==> config.mk <==
export PLATFORM = sky130hd
export DESIGN_NAME = sqrt_arb_m
export DESIGN_NICKNAME = d
export VERILOG_FILES = /design/src/rtl/sqrt_arb_pkg.sv /design/src/rtl/sqrt_arb_rr_arbiter.sv /design/src/rtl/sqrt_arb_m.sv
export SDC_FILE = /design/constraint.sdc
export NUM_CORES = 1
export LEC_CHECK = 0
export BUFFER_PORTS_ARGS = -buffer_cell sky130_fd_sc_hd__buf_2
export CAP_MARGIN = 20
export CORE_MARGIN = 5
export CORE_UTILIZATION = 52
export DETAILED_ROUTE_END_ITERATION = 6
export GPL_TIMING_DRIVEN = 0
export PLACE_DENSITY = 0.91
export SLEW_MARGIN = 20
export SYNTH_ARGS = -nofsm -noshare
export SYNTH_HDL_FRONTEND = slang
export SYNTH_SLANG_ARGS = --single-unit
==> constraint.sdc <==
create_clock -name clk -period 6.85 [get_ports clk]
set_input_delay 0 -clock clk [delete_from_list [all_inputs] [get_ports clk]]
set_output_delay 0 -clock clk [all_outputs]
set_load 0.03 [all_outputs]
==> src/rtl/sqrt_arb_pkg.sv <==
// Shared types for the sqrt_m sharing controller: FSM state encoding and default widths.
package sqrt_arb_pkg;

  localparam int DEF_DW = 8;
  localparam int DEF_N  = 4;

  typedef enum logic [1:0] {
    IDLE  = 2'd0,
    START = 2'd1,
    BUSY  = 2'd2
  } state_t;

  typedef logic [DEF_DW-1:0] data_t;

endpackage

==> src/rtl/sqrt_arb_rr_arbiter.sv <==
// Combinational round-robin picker: first set req bit at or after ptr, wrapping N-1 -> 0.
module rr_arbiter_m #(
  parameter  int N  = 4,
  localparam int IW = $clog2(N)
) (
  input  logic [N-1:0]  req,
  input  logic [IW-1:0] ptr,
  output logic [N-1:0]  gnt,
  output logic [IW-1:0] gnt_idx
);

  int          idx;
  logic        found;
  logic [IW-1:0] sel;

  always_comb begin
    gnt     = '0;
    gnt_idx = '0;
    found   = 1'b0;
    idx     = 0;
    sel     = '0;
    for (int k = 0; k < N; k++) begin
      // ptr is always < N, so one subtraction is enough to wrap
      idx = int'(ptr) + k;
      if (idx >= N) idx = idx - N;
      sel = IW'(idx);
      if (!found && req[sel]) begin
        found    = 1'b1;
        gnt[sel] = 1'b1;
        gnt_idx  = sel;
      end
    end
  end

endmodule

==> src/rtl/sqrt_arb_m.sv <==
// Shares one sqrt_m core between N requesters with round-robin arbitration.
// Handshake: a request is accepted in the cycle where req_valid[i] & req_ready[i] is high.
module sqrt_arb_m
  import sqrt_arb_pkg::*;
#(
  parameter  int DW = 8,
  parameter  int N  = 4,
  localparam int IW = $clog2(N)
) (
  input  logic                 clk,
  input  logic                 rst,
  input  logic [N-1:0]         req_valid,
  output logic [N-1:0]         req_ready,
  input  logic [N-1:0][DW-1:0] req_data,
  output logic [N-1:0]         rsp_valid,
  output logic [DW-1:0]        rsp_data,
  output logic                 sqrt_start,
  input  logic                 sqrt_ready,
  output logic [DW-1:0]        sqrt_r,
  input  logic [DW-1:0]        sqrt_q,
  output state_t               dbg_state,
  output logic [IW-1:0]        dbg_ptr
);

  state_t        state, state_nxt;
  logic [IW-1:0] ptr;
  logic [IW-1:0] id;
  logic [N-1:0]  gnt;
  logic [IW-1:0] gnt_idx;
  logic          accept;

  rr_arbiter_m #(.N(N)) u_rr (
    .req     (req_valid),
    .ptr     (ptr),
    .gnt     (gnt),
    .gnt_idx (gnt_idx)
  );

  // Grants are only offered while the core is idle and no job is in flight.
  assign req_ready = (state == IDLE && sqrt_ready) ? gnt : '0;
  assign accept    = |(req_valid & req_ready);
  assign dbg_state = state;
  assign dbg_ptr   = ptr;

  always_comb begin
    state_nxt = state;
    case (state)
      IDLE:    if (accept)      state_nxt = START;
      START:   if (!sqrt_ready) state_nxt = BUSY;
      BUSY:    if (sqrt_ready)  state_nxt = IDLE;
      default:                  state_nxt = IDLE;
    endcase
  end

  always_ff @(posedge clk) begin
    if (rst) begin
      state      <= IDLE;
      ptr        <= '0;
      id         <= '0;
      sqrt_start <= 1'b0;
      sqrt_r     <= '0;
      rsp_valid  <= '0;
      rsp_data   <= '0;
    end else begin
      state     <= state_nxt;
      rsp_valid <= '0;
      case (state)
        IDLE: begin
          if (accept) begin
            sqrt_r     <= req_data[gnt_idx];
            id         <= gnt_idx;
            sqrt_start <= 1'b1;
          end
        end
        START: begin
          // Core drops ready once it has taken the operand.
          if (!sqrt_ready) sqrt_start <= 1'b0;
        end
        BUSY: begin
          if (sqrt_ready) begin
            rsp_data      <= sqrt_q;
            rsp_valid[id] <= 1'b1;
            ptr           <= (id == IW'(N - 1)) ? '0 : id + 1'b1;
          end
        end
        default: ;
      endcase
    end
  end

endmodule

## After elaboration in Yosys (flattened, before gate mapping)

Index checks and enable logic that the tools add are counted.

- Bitwise gates (word level): 6
- Order comparisons: 15
- Multiply operators: 0
- Divide/modulo/power cells: 0
- Reduce and logical (&&, ||, !) cells: 20
- Eq/ne operators: 6
- $add $sub $neg: 8
- Muxes and demuxes: 44
- Shift operators: 0

Operator list:

| operator | count |
|---|---|
| 2-bit two-way mux | 12 |
| 4-bit two-way mux | 5 |
| 2-bit by 3-bit less-than comparator with 1-bit output (second input constant) | 6 |
| 8-bit binary-select mux with 2-bit select | 1 |
| 1-bit two-way mux | 14 |
| 4-bit bitwise OR | 3 |
| 1-bit demux with 2-bit select | 5 |
| 2-bit by 1-bit greater-or-equal comparator with 1-bit output (second input constant) | 5 |
| 3-bit greater-or-equal comparator (second input constant) | 3 |
| 1-bit logical AND | 9 |
| 1-bit binary-select mux with 2-bit select | 4 |
| 8-bit two-way mux | 1 |
| 2-bit by 1-bit subtractor with 2-bit output (second input constant) | 4 |
| 2-bit by 2-bit adder with 3-bit output (second input constant) | 2 |
| 2-bit != test (second input constant) | 3 |
| 2-bit one-hot mux with 3 select lines | 1 |
| 3-bit AND reduction | 2 |
| 4-bit bitwise AND | 1 |
| 2-bit == test (second input constant) | 2 |
| 2-bit AND reduction | 2 |
| 4-bit OR reduction | 1 |
| 2-bit by 1-bit adder with 3-bit output (second input constant) | 1 |
| 2-bit by 3-bit greater-or-equal comparator with 1-bit output (second input constant) | 1 |
| 1-bit logical NOT | 3 |
| other kinds (7) | 8 |

- Output and inout bits: 29
- RAM bits: 0
- Bits in latches: 0
- Word-level logic and storage cells: 106
- Memory bits (read-only): 0
- Register bits after elaboration: 27
- Input bits: 47
- Memories: 0

## Longest topological paths before layout

Gate-level depths: netlist of run 1.

- Depth after elaboration: 19
- Depth in mapped cells: 13
- Mapped depth without buffers: 9

## Hierarchy

Synthesis of run 1 repeated with hierarchy kept, for this count alone.

- Cell total of the unflattened synthesis: 190
- Area total of the unflattened synthesis: 1881.8 um2

Modules (own cells, without submodules):

| module | instances | sequential area each (um2) | area each (um2) | cells an instance |
|---|---|---|---|---|
| sqrt_arb_m | 1 | 540.5 | 1442.6 | 142 |
| rr_arbiter_m | 1 | 0.0 | 439.2 | 48 |

## Worst setup path before layout of run 1

OpenSTA, ideal clock, no wires.

- Path type: reg2reg
- Start point: register ptr[1], in the netlist dbg_ptr[1]
- End point: register sqrt_r[0]
- Setup time: 0.065 ns
- Period minus slack after synthesis: 3.020 ns
- Data required time: 6.785 ns
- Cell stages (with the launch flop): 11
- Path buffers: 1
- Setup slack: 3.830 ns
- Data arrival time: 2.955 ns
- Cells stage by stage: dfxtp_1 -> buf_2 -> inv_1 -> ha_1 -> or3b_1 -> a211o_1 -> o211ai_4 -> mux2i_4 -> mux2i_1 -> mux2i_1 -> nor2_1

- Longest elaborated chain between the ends: 18
- Elaborated cells on any way between the ends: 69
- Those cells by class: 7 x add/sub; 12 x order compare; 34 x mux; 4 x bitwise; 12 x reduce/logical

Ends and longest elaborated chain:

| what | RTL line | text |
|---|---|---|
| from (decl) | sqrt_arb_m.sv:26 | `logic [IW-1:0] ptr;` |
| from (signal assigned) | sqrt_arb_m.sv:83 | `ptr <= (id == IW'(N - 1)) ? '0 : id + 1'b1;` |
| parallel branches: the longest is 18 deep, another holds 2-bit by 1-bit adder with 3-bit output | -- |  |
| to (signal assigned) | sqrt_arb_m.sv:70 | `sqrt_r <= req_data[gnt_idx];` |
| to (decl) | sqrt_arb_m.sv:19 | `output logic [DW-1:0] sqrt_r,` |

Parallel ways; which one is timed is not known. The select of a mux whose other input is x is not followed.
A chain may end at the register's enable or synchronous reset.

## Worst setup path after layout of run 1

Same ends and word-level chain as after synthesis.

==> results of run 1 <==
## flip-flops by register name, summed over array words and instances (netlist names)
register and cells:
rsp_data 8, sqrt_r 8, rsp_valid 4, dbg_ptr 2, dbg_state 2, id 2
sqrt_start 1
## layer usage
metal | vias to the layer above | GRT usage | part of all wire
met2 | 65 | 0.3662 | 0.51
met3 | 4 | 0.06456 | 0.083
met4 | 0 | 0.02766 | 0.0059
met5 | - | 0 | 0
met1 | 833 | 0.2367 | 0.41
li1 | 912 | - | -
## path summary, 6_finish.rpt
path         slack (ns)          end  cells after the start
min reg2reg        0.51  rsp_data[1]                      2
max                3.56    sqrt_r[0]                     10
max reg2reg        3.56    sqrt_r[0]                     10
min                0.11    sqrt_r[2]                      5
## worst max-delay path, stage by stage (launching register included)
cell	delay (ns)
dfxtp_1	0.46
buf_2	0.24
inv_1	0.14
ha_1	0.36
or3b_1	0.36
a211o_1	0.34
o211ai_4	0.31
mux2i_4	0.52
mux2i_1	0.29
mux2i_1	0.12
nor2_1	0.09
## power breakdown
part           leakage, uW  total (uW)  switching, uW  internal (uW)
Sequential        0.000219         166           3.67            163
Clock            0.0000177        67.5           45.6           21.9
Combinational      0.00102         103           55.4           47.2
## layout by cell type, fill, tap and decap left out, types with 3 or more instances in the layout
cell / instances
and2_1: 4
clkbuf_1: 3
a22oi_1: 6
dlygate4sd3_1: 11
buf_2: 82
nand2_1: 12
nor2_1: 30
clkbuf_4: 3
o21ai_0: 5
mux2i_1: 43
dfxtp_1: 27
nor3_1: 3
inv_1: 5
a221oi_1: 4
ha_1: 11
## cell families (layout without fill, tap and decap cells)
family                   after synthesis  after routing  share of synthesized area
AO/OA/AOI/OAI                         31             31                     0.1374
XOR/XNOR                               1              1                   0.004649
adder cells (fa/ha/maj)               11             11                    0.07304
buffers and inverters                 18            108                    0.05113
flip-flops                            27             27                     0.2869
multiplexers                          48             48                     0.2762
AND/OR/NAND/NOR                       65             65                     0.1706
## what timing repair did
action | 4_1_cts | 5_1_grt
endpoints found under the hold margin | 11 | 0
hold buffers | 11 | 0
buffers inserted | 0 | 0
endpoints found under the setup margin | 0 | 0
## cell usage after synthesis (all sizes together), types with 3 or more instances
cell	count
clkbuf	3
nand2	12
o21ai	6
ha	11
and2	4
nor3	3
dfxtp	27
inv	5
a22oi	7
buf	10
mux2i	44
a221oi	4
nor2	30
## through the flow
stage                     hold WS (ns)  std cells  setup slack, ns  cell area [sq um]
after CTS                       0.1041        337            3.556               2455
after global placement          0.2268        322            3.746               2317
after floorplan                0.07161        201            3.830               1884
after detailed placement        0.2321        322            3.644               2317
final                           0.1111        337            3.559               2455
after global routing            0.1232        337            3.379               2455
## area by class of cell
type | instances | area (sq um)
multi-input combinational | 156 | 1247
timing repair buffer | 86 | 485.5
sequential | 27 | 540.5
tap | 46 | 57.56
fill | 271 | 960.9
buffer | 13 | 77.57
clock buffer | 3 | 22.52
clock inverter | 1 | 5.005
inverter | 5 | 18.77
==> flow_summary.ini, run 1 <==
[placed_design]
io_buffers = 75
gp_congestion = 0.8880
place_hpwl_mm = 3.809

[grt]
grt.total_usage = 0.2021
grt_max_degree = 16
grt_pass1_wl_mm = 8.293
antenna_found_initial = 0
overflow = 0
grt_pass1_vias = 1802

[drt]
drc_errors = 0
drtPass1Iterations = 4
drt-total-wl_mm = 4.935
dr_total_vias = 1814
ant_nets = 0
wl_per_cell_um = 14.64
first_iter_violations = 134
vias_per_cell = 5.383

[sta]
max_freq_mhz = 303.9
slew_violations = 0
hold_viol = 0
setup_viol = 0
rsz0062_at_grt = no
min_period_ns = 3.291
slew_headroom = 0.5271
worst_slew_pin_slew_ns = 0.7093
tns_ns = 0
skew_ns = 0.001792
finalCritPeriodShare = 0.4804

[power]
leakagePower_uw = 0.001256
finalPower_uw = 336.4
power_density_mw_per_mm2 = 137.0
peakVddDrop_mv = 0.1253

[setup_path]
cp-end-kind = flip-flop
cp-start-kind = flip-flop
critPathArrivalTime_ns = 3.56
setup.worst_path.class = reg -> reg
crit_start = dbg_ptr[1]
timing.rr.start = dbg_ptr[1]
cp_max_fo = 9
cp_data_required_time_ns = 7.12

[min_path]
worstHoldPathType = in -> reg
min_from = req_data[10]

[die]
coreArea_sq_mm = 0.003416
fp.dieH_um = 70.20
chipWidth_um = 70.20
dieArea_sq_mm = 0.004927
io_pins = 76
rows = 21
initial_core_util = 0.5516

[synthesis]
ys_ff_latch = 27
yosys-top-cells-area = dfxtp_1 29%, mux2i_1 23%, ha_1 7.3%
synth-seq-area-share = 0.2869
syn-cell-area_sq_mm = 0.001884
synth_area_leader_cell = dfxtp_1
synth_cells = 201
synth_ff_type = dfxtp_1
synth_top_area_share = 0.2869
yosys_warnings = 0
synth_nets = 259
synthArstFlopShare = 0
synth.distinct_cells = 42
synth-edff-count = 0
avgSynthCellArea_sq_um = 9.375

[layout]
drive_gt1_frac = 0.3299
fin_nets = 350
antenna_cells = 0
area_growth_pct = 30.28
fin_util = 0.7187

[clock_network]
htree_levels = 1
cts_buffers = 3
root_buffer = clkbuf_4
cts_buffer_depth = 2
clock_sinks = 27
post_cts_resized = 0
path_clk_slew_ns = 0.14
cts_tree = yes
clk_latency_ns = 0.32

[outcome]
status = finished clean

[job]
drv_cap = 0
Note: power is estimated with default switching activity, not from simulation.
==> inputs of run 2 (changes only) <==
--- a/config.mk
+++ b/config.mk
@@ -5,13 +5,14 @@
 export SDC_FILE = /design/constraint.sdc
 export NUM_CORES = 1
 export LEC_CHECK = 0
+export ABC_AREA = 1
 export BUFFER_PORTS_ARGS = -buffer_cell sky130_fd_sc_hd__buf_2
 export CAP_MARGIN = 20
 export CORE_MARGIN = 5
-export CORE_UTILIZATION = 52
+export CORE_UTILIZATION = 45
 export DETAILED_ROUTE_END_ITERATION = 6
 export GPL_TIMING_DRIVEN = 0
-export PLACE_DENSITY = 0.91
+export PLACE_DENSITY = 0.83
 export SLEW_MARGIN = 20
 export SYNTH_ARGS = -nofsm -noshare
 export SYNTH_HDL_FRONTEND = slang
==> constraint.sdc (replaced) <==
create_clock -name clk -period 2.8 [get_ports clk]
set_input_delay 0 -clock clk [delete_from_list [all_inputs] [get_ports clk]]
set_output_delay 0 -clock clk [all_outputs]
set_load 0.03 [all_outputs]
==> flow_summary.ini, run 2 <==
[synthesis]
synth_area_leader_cell = dfxtp_1
synth-edff-count = 0
synthMostInstantiatedCell = nand2_1
ys_ff_latch = 27
synth_ff_type = dfxtp_1
synth-seq-area-share = 0.2685
avgSynthCellArea_sq_um = 6.371
syn-cell-area_sq_mm = 0.002013
yosys-top-cells-area = dfxtp_1 27%, nand2_1 15%, nor2_1 10%
yosys_warnings = 0
synth_nets = 374
synth_top_area_share = 0.2685
synth_cells = 316
synthArstFlopShare = 0
synth.distinct_cells = 30
ys_top_cells_by_count = 80 x nand2_1, 55 x nor2_1, 47 x inv_1

[drt]
vias_per_cell = 4.849
drtPass1Iterations = 4
wl_per_cell_um = 11.33
first_iter_violations = 111
drt-total-wl_mm = 5.178
ant_nets = 0
drc_errors = 0
dr_total_vias = 2216

[clock_network]
cts_buffers = 3
clk_latency_ns = 0.27
path_clk_slew_ns = 0.09
cts_tree = yes
clock_sinks = 27
htree_levels = 1
root_buffer = clkbuf_8
cts_buffer_depth = 2

[placed_design]
io_buffers = 75
dpl_cell_area_sq_mm = 0.002454
place_hpwl_mm = 4.009
gp_congestion = 0.8950

[grt]
grt.total_usage = 0.1693
grt_pass1_wl_mm = 8.604
antenna_found_initial = 0
grt_max_degree = 16
grt_pass1_vias = 2051
overflow = 0

[sta]
skew_ns = 0.001691
max_freq_mhz = 393.0
worst_slew_pin_slew_ns = 0.7842
hold_slack_ns = 0.1247
slew_headroom = 0.4732
hold_viol = 0
finalCritPeriodShare = 0.9088
tns_ns = 0
slew_violations = 0
min_period_ns = 2.545
rsz0062_at_grt = no
setup_viol = 0

[setup_path]
cp-start-kind = flip-flop
slowest_stage = dfxtp_2
timing.rr.end = sqrt_r[5]
critPathArrivalTime_ns = 2.72
max_stage_delay_ns = 0.44
path_delay_family = simple AND/OR/NAND/NOR gates
r2r_slack_ns = 0.26
setup.worst_path.class = reg -> reg
path_buf_inv = 3
path_cells = inv_1, ha_2, inv_1, nand3_1, nand2_1, nor2_4, nand2_1, nand3_4, nand2_4, buf_8, nor2_2, nor2_1, nand2_1, nand2_1, nor2_1, nor2_1
timing.rr.start = dbg_ptr[1]
worst_path_most_repeated_cell = nand2_1
cp.depth = 16
cp_data_required_time_ns = 2.97
cp_max_fo = 10
r2r_cells = 16
cp-end-kind = flip-flop

[layout]
drive_gt1_frac = 0.2815
antenna_cells = 0
fillers = 402
design_area_sq_mm = 0.002608
area_growth_pct = 29.52
most-common-layout-cells = 80 x nand2_1, 75 x buf_2, 55 x nor2_1
layout_commonest_cell = nand2_1
reg_top3 = rsp_data (8), sqrt_r (8), rsp_valid (4)
fin_util = 0.5989
fin_nets = 464

[die]
rows = 24
dieArea_sq_mm = 0.005911
fp.dieH_um = 76.89
coreArea_sq_mm = 0.004354
chipWidth_um = 76.89
io_pins = 76
initial_core_util = 0.4624

[min_path]
whs_path_depth = 7
min_from = req_data[30]
worstHoldPathType = in -> reg
hold_end = sqrt_r[6]

[power]
peakVddDrop_mv = 0.3061
leakagePower_uw = 0.001487
finalPower_uw = 1086
power_density_mw_per_mm2 = 416.7

[outcome]
status = finished clean

[job]
drv_cap = 0
==> run 2: final cells by class <==
class | instances | area [sq um] | area share
inverter | 50 | 187.7 | 0.07198
tap | 52 | 65.06 | 0.02495
timing repair buffer | 85 | 475.5 | 0.1823
sequential | 27 | 545.5 | 0.2092
multi-input combinational | 231 | 1220 | 0.4679
clock inverter | 1 | 5.005 | 0.001919
clock buffer | 3 | 41.29 | 0.01583
buffer | 8 | 67.56 | 0.02591
==> run 2: where the power goes <==
| part | switching, uW | internal (uW) |
|---|---|---|
| clock network | 120 | 99.6 |
| logic | 272 | 163 |
| registers | 19.6 | 412 |
| total | 411 | 675 |
==> run 2: worst register-to-register path: stages (launching register included) <==
cell,delay (ns)
dfxtp_2,0.44
inv_1,0.19
ha_2,0.44
inv_1,0.09
nand3_1,0.08
nand2_1,0.12
nor2_4,0.20
nand2_1,0.11
nand3_4,0.16
nand2_4,0.10
buf_8,0.15
nor2_2,0.07
nor2_1,0.04
nand2_1,0.06
nand2_1,0.04
nor2_1,0.09
nor2_1,0.05
==> run 2: repair_timing <==
| item | 4_1_cts | 5_1_grt |
|---|---|---|
| endpoints found under the hold margin | 11 | 0 |
| hold buffers | 10 | 0 |
| cloned | 0 | 0 |
| setup buffers | 0 | 0 |
| resized for setup | 1 | 3 |
| setup endpoints to repair | 4 | 12 |
==> run 2: per-layer routing <==
layer,global-route usage,share of wire
met5,0,0
met1,0.1903,0.40
met3,0.03630,0.060
met4,0.01573,0.0025
met2,0.3311,0.53
==> run 2: kinds of logic after synthesis <==
| family | share of synthesized area |
|---|---|
| simple gates | 0.4680 |
| fa+ha+maj | 0.06836 |
| buf+inv | 0.1268 |
| compound gates | 0.06836 |
| flops | 0.2685 |
==> run 2: worst max-delay path by stage <==
stage / slack (ns) / startpoint / end
floorplan: 0.16 / dbg_ptr[0] / sqrt_r[0]
global route: 0.02 / dbg_ptr[1] / sqrt_r[7]
detailed placement: 0.005 / dbg_ptr[0] / sqrt_r[1]
finish: 0.26 / dbg_ptr[1] / sqrt_r[5]
global placement: 0.05 / dbg_ptr[0] / sqrt_r[5]
CTS: 0.07 / dbg_ptr[1] / sqrt_r[1]
==> run 2: through the flow <==
step                worst slack (ns)  std cells
finish                        0.2554        457
global placement             0.05365        443
floorplan                     0.1613        316
CTS                          0.07264        457
detailed placement          0.004955        443
global route                 0.01619        457
==> inputs of run 3 (changes only) <==
--- a/config.mk
+++ b/config.mk
@@ -8,6 +8,7 @@
 export ABC_AREA = 1
 export BUFFER_PORTS_ARGS = -buffer_cell sky130_fd_sc_hd__buf_2
 export CAP_MARGIN = 20
+export CORE_ASPECT_RATIO = 1.75
 export CORE_MARGIN = 5
 export CORE_UTILIZATION = 45
 export DETAILED_ROUTE_END_ITERATION = 6
==> constraint.sdc (replaced) <==
create_clock -name clk -period 2.1 [get_ports clk]
set_input_delay 0 -clock clk [delete_from_list [all_inputs] [get_ports clk]]
set_output_delay 0 -clock clk [all_outputs]
set_load 0.03 [all_outputs]
==> flow_summary.ini, run 3 (synthesized netlist as in run 2, its figures left out) <==
[outcome]
status = finished with violations
violations = negative setup slack

[sta]
worst_slew_pin_slew_ns = 0.9614
hold_slack_ns = 0.01338
min_period_ns = 2.126
hold_viol = 0
tns_ns = -0.08951
fin_ws_ns = -0.02618
setup_viol = 8
max_freq_mhz = 470.3
slew_violations = 0
finalCritPeriodShare = 1.012
skew_ns = 0.007355
rsz0062_at_grt = yes
slew_headroom = 0.3541

[clock_network]
cts_buffer_depth = 2
clk_latency_ns = 0.27
cts_tree = yes
root_buffer = clkbuf_8
htree_levels = 1
path_clk_slew_ns = 0.08
cts_buffers = 3
clock_sinks = 27

[drt]
drt-total-wl_mm = 5.988
ant_nets = 0
drtPass1Iterations = 4
vias_per_cell = 4.953
dr_total_vias = 2333
first_iter_violations = 109
drc_errors = 0
wl_per_cell_um = 12.71

[layout]
area_growth_pct = 46.18
reg_top3 = rsp_data (8), sqrt_r (8), rsp_valid (4)
layout_commonest_cell = nand2_1
most-common-layout-cells = 73 x nand2_1, 72 x buf_2, 46 x nor2_1
fillers = 393
design_area_sq_mm = 0.002943
fin_nets = 479
antenna_cells = 0
fin_util = 0.6743
drive_gt1_frac = 0.3762

[grt]
grt.total_usage = 0.1987
grt_pass1_wl_mm = 9.570
overflow = 0
grt_max_degree = 16
antenna_found_initial = 0
grt_pass1_vias = 2273

[setup_path]
r2r_cells = 16
critPathArrivalTime_ns = 2.33
cp_max_fo = 5
crit_start = dbg_ptr[1]
path_delay_family = simple AND/OR/NAND/NOR gates
r2r_slack_ns = -0.03
cp-start-kind = flip-flop
path_buf_inv = 4
max_stage_delay_ns = 0.37
setup.worst_path.class = reg -> reg
slowest_stage = dfxtp_4
cp-end-kind = flip-flop
timing.rr.end = sqrt_r[3]
cp_data_required_time_ns = 2.31
timing.rr.start = dbg_ptr[1]
cp.depth = 16
path_cells = clkinvlp_4, ha_4, inv_4, nand2_4, nand2_4, nor2_8, buf_12, nand4_1, nand3_2, nand3_2, nand2_2, nor2_4, buf_4, nand2_1, nand2_1, nor2_1

[power]
leakagePower_uw = 0.001618
p_sw_uw = 597.0
power_density_mw_per_mm2 = 532.7
peakVddDrop_mv = 0.4904
clkPwrFrac = 0.185
swShare = 0.3809
p_comb_frac = 0.451
seqPwrFrac = 0.365
p_int_uw = 970.5

[die]
rows = 32
chipWidth_um = 60.56
initial_core_util = 0.4613
fp.dieH_um = 98.48
io_pins = 76
dieArea_sq_mm = 0.005964
coreArea_sq_mm = 0.004364

[placed_design]
gp_congestion = 0.8215
dpl_cell_area_sq_mm = 0.002504
dp_slack_ns = -0.2488
place_hpwl_mm = 4.100
io_buffers = 75

[min_path]
worstHoldPathType = in -> reg
whs_path_depth = 3
hold_end = dbg_state[0]
min_from = sqrt_ready

[job]
drv_cap = 0
==> run 3: worst max-delay path by stage <==
stage	to
final	sqrt_r[3]
after global routing	sqrt_r[6]
after CTS	sqrt_r[3]
after detailed placement	sqrt_r[3]
after global placement	sqrt_r[6]
after floorplan	sqrt_r[1]
==> run 3: worst register-to-register path, cell delays in order, from the launching register on <==
cell and delay (ns):
dfxtp_4 0.37, clkinvlp_4 0.12, ha_4 0.33, inv_4 0.06, nand2_4 0.06, nand2_4 0.06, nor2_8 0.14, buf_12 0.12
nand4_1 0.09, nand3_2 0.12, nand3_2 0.07, nand2_2 0.12, nor2_4 0.06, buf_4 0.15, nand2_1 0.05, nand2_1 0.05
nor2_1 0.10
==> run 3: power groups by stage <==
stage | clock network [uW] | logic, uW | registers [uW]
after global placement | 0 | 569 | 584
after global routing | 327 | 774 | 576
after floorplan | 0 | 358 | 647
final | 289 | 707 | 571
after detailed placement | 0 | 581 | 584
after CTS | 293 | 653 | 571
==> run 3: area by class of cell <==
| type | count | area (sq um) | area share |
|---|---|---|---|
| plain buffers | 8 | 71.32 | 0.02423 |
| clock buffers | 3 | 41.29 | 0.01403 |
| clock inverters | 1 | 5.005 | 0.001701 |
| inverters | 50 | 198.9 | 0.06760 |
| multi-input cells | 231 | 1364 | 0.4634 |
| flip-flops and latches | 27 | 548.0 | 0.1862 |
| well taps | 51 | 63.81 | 0.02168 |
| repair buffers | 100 | 650.6 | 0.2211 |
==> run 3: per-stage QoR <==
stage | instances | total power, uW
floorplan | 316 | 1005
global placement | 442 | 1153
detailed placement | 442 | 1165
CTS | 466 | 1517
global route | 471 | 1676
finish | 471 | 1568
==> run 3: metal layers <==
metal / global-route usage / share of wire / up-vias
li1: - / - / 1181
met1: 0.2128 / 0.35 / 1057
met2: 0.3644 / 0.57 / 75
met3: 0.03277 / 0.050 / 20
met4: 0.08013 / 0.032 / 0
met5: 0 / 0 / -
==> run 3: what timing repair did <==
action | in CTS | in global routing
setup buffers | 9 | 4
cloned | 1 | 1
gates resized for setup | 10 | 34
endpoints found under the setup margin | 16 | 16
pin swaps | 5 | 18
hold endpoints to repair | 11 | 0
hold buffers | 10 | 0
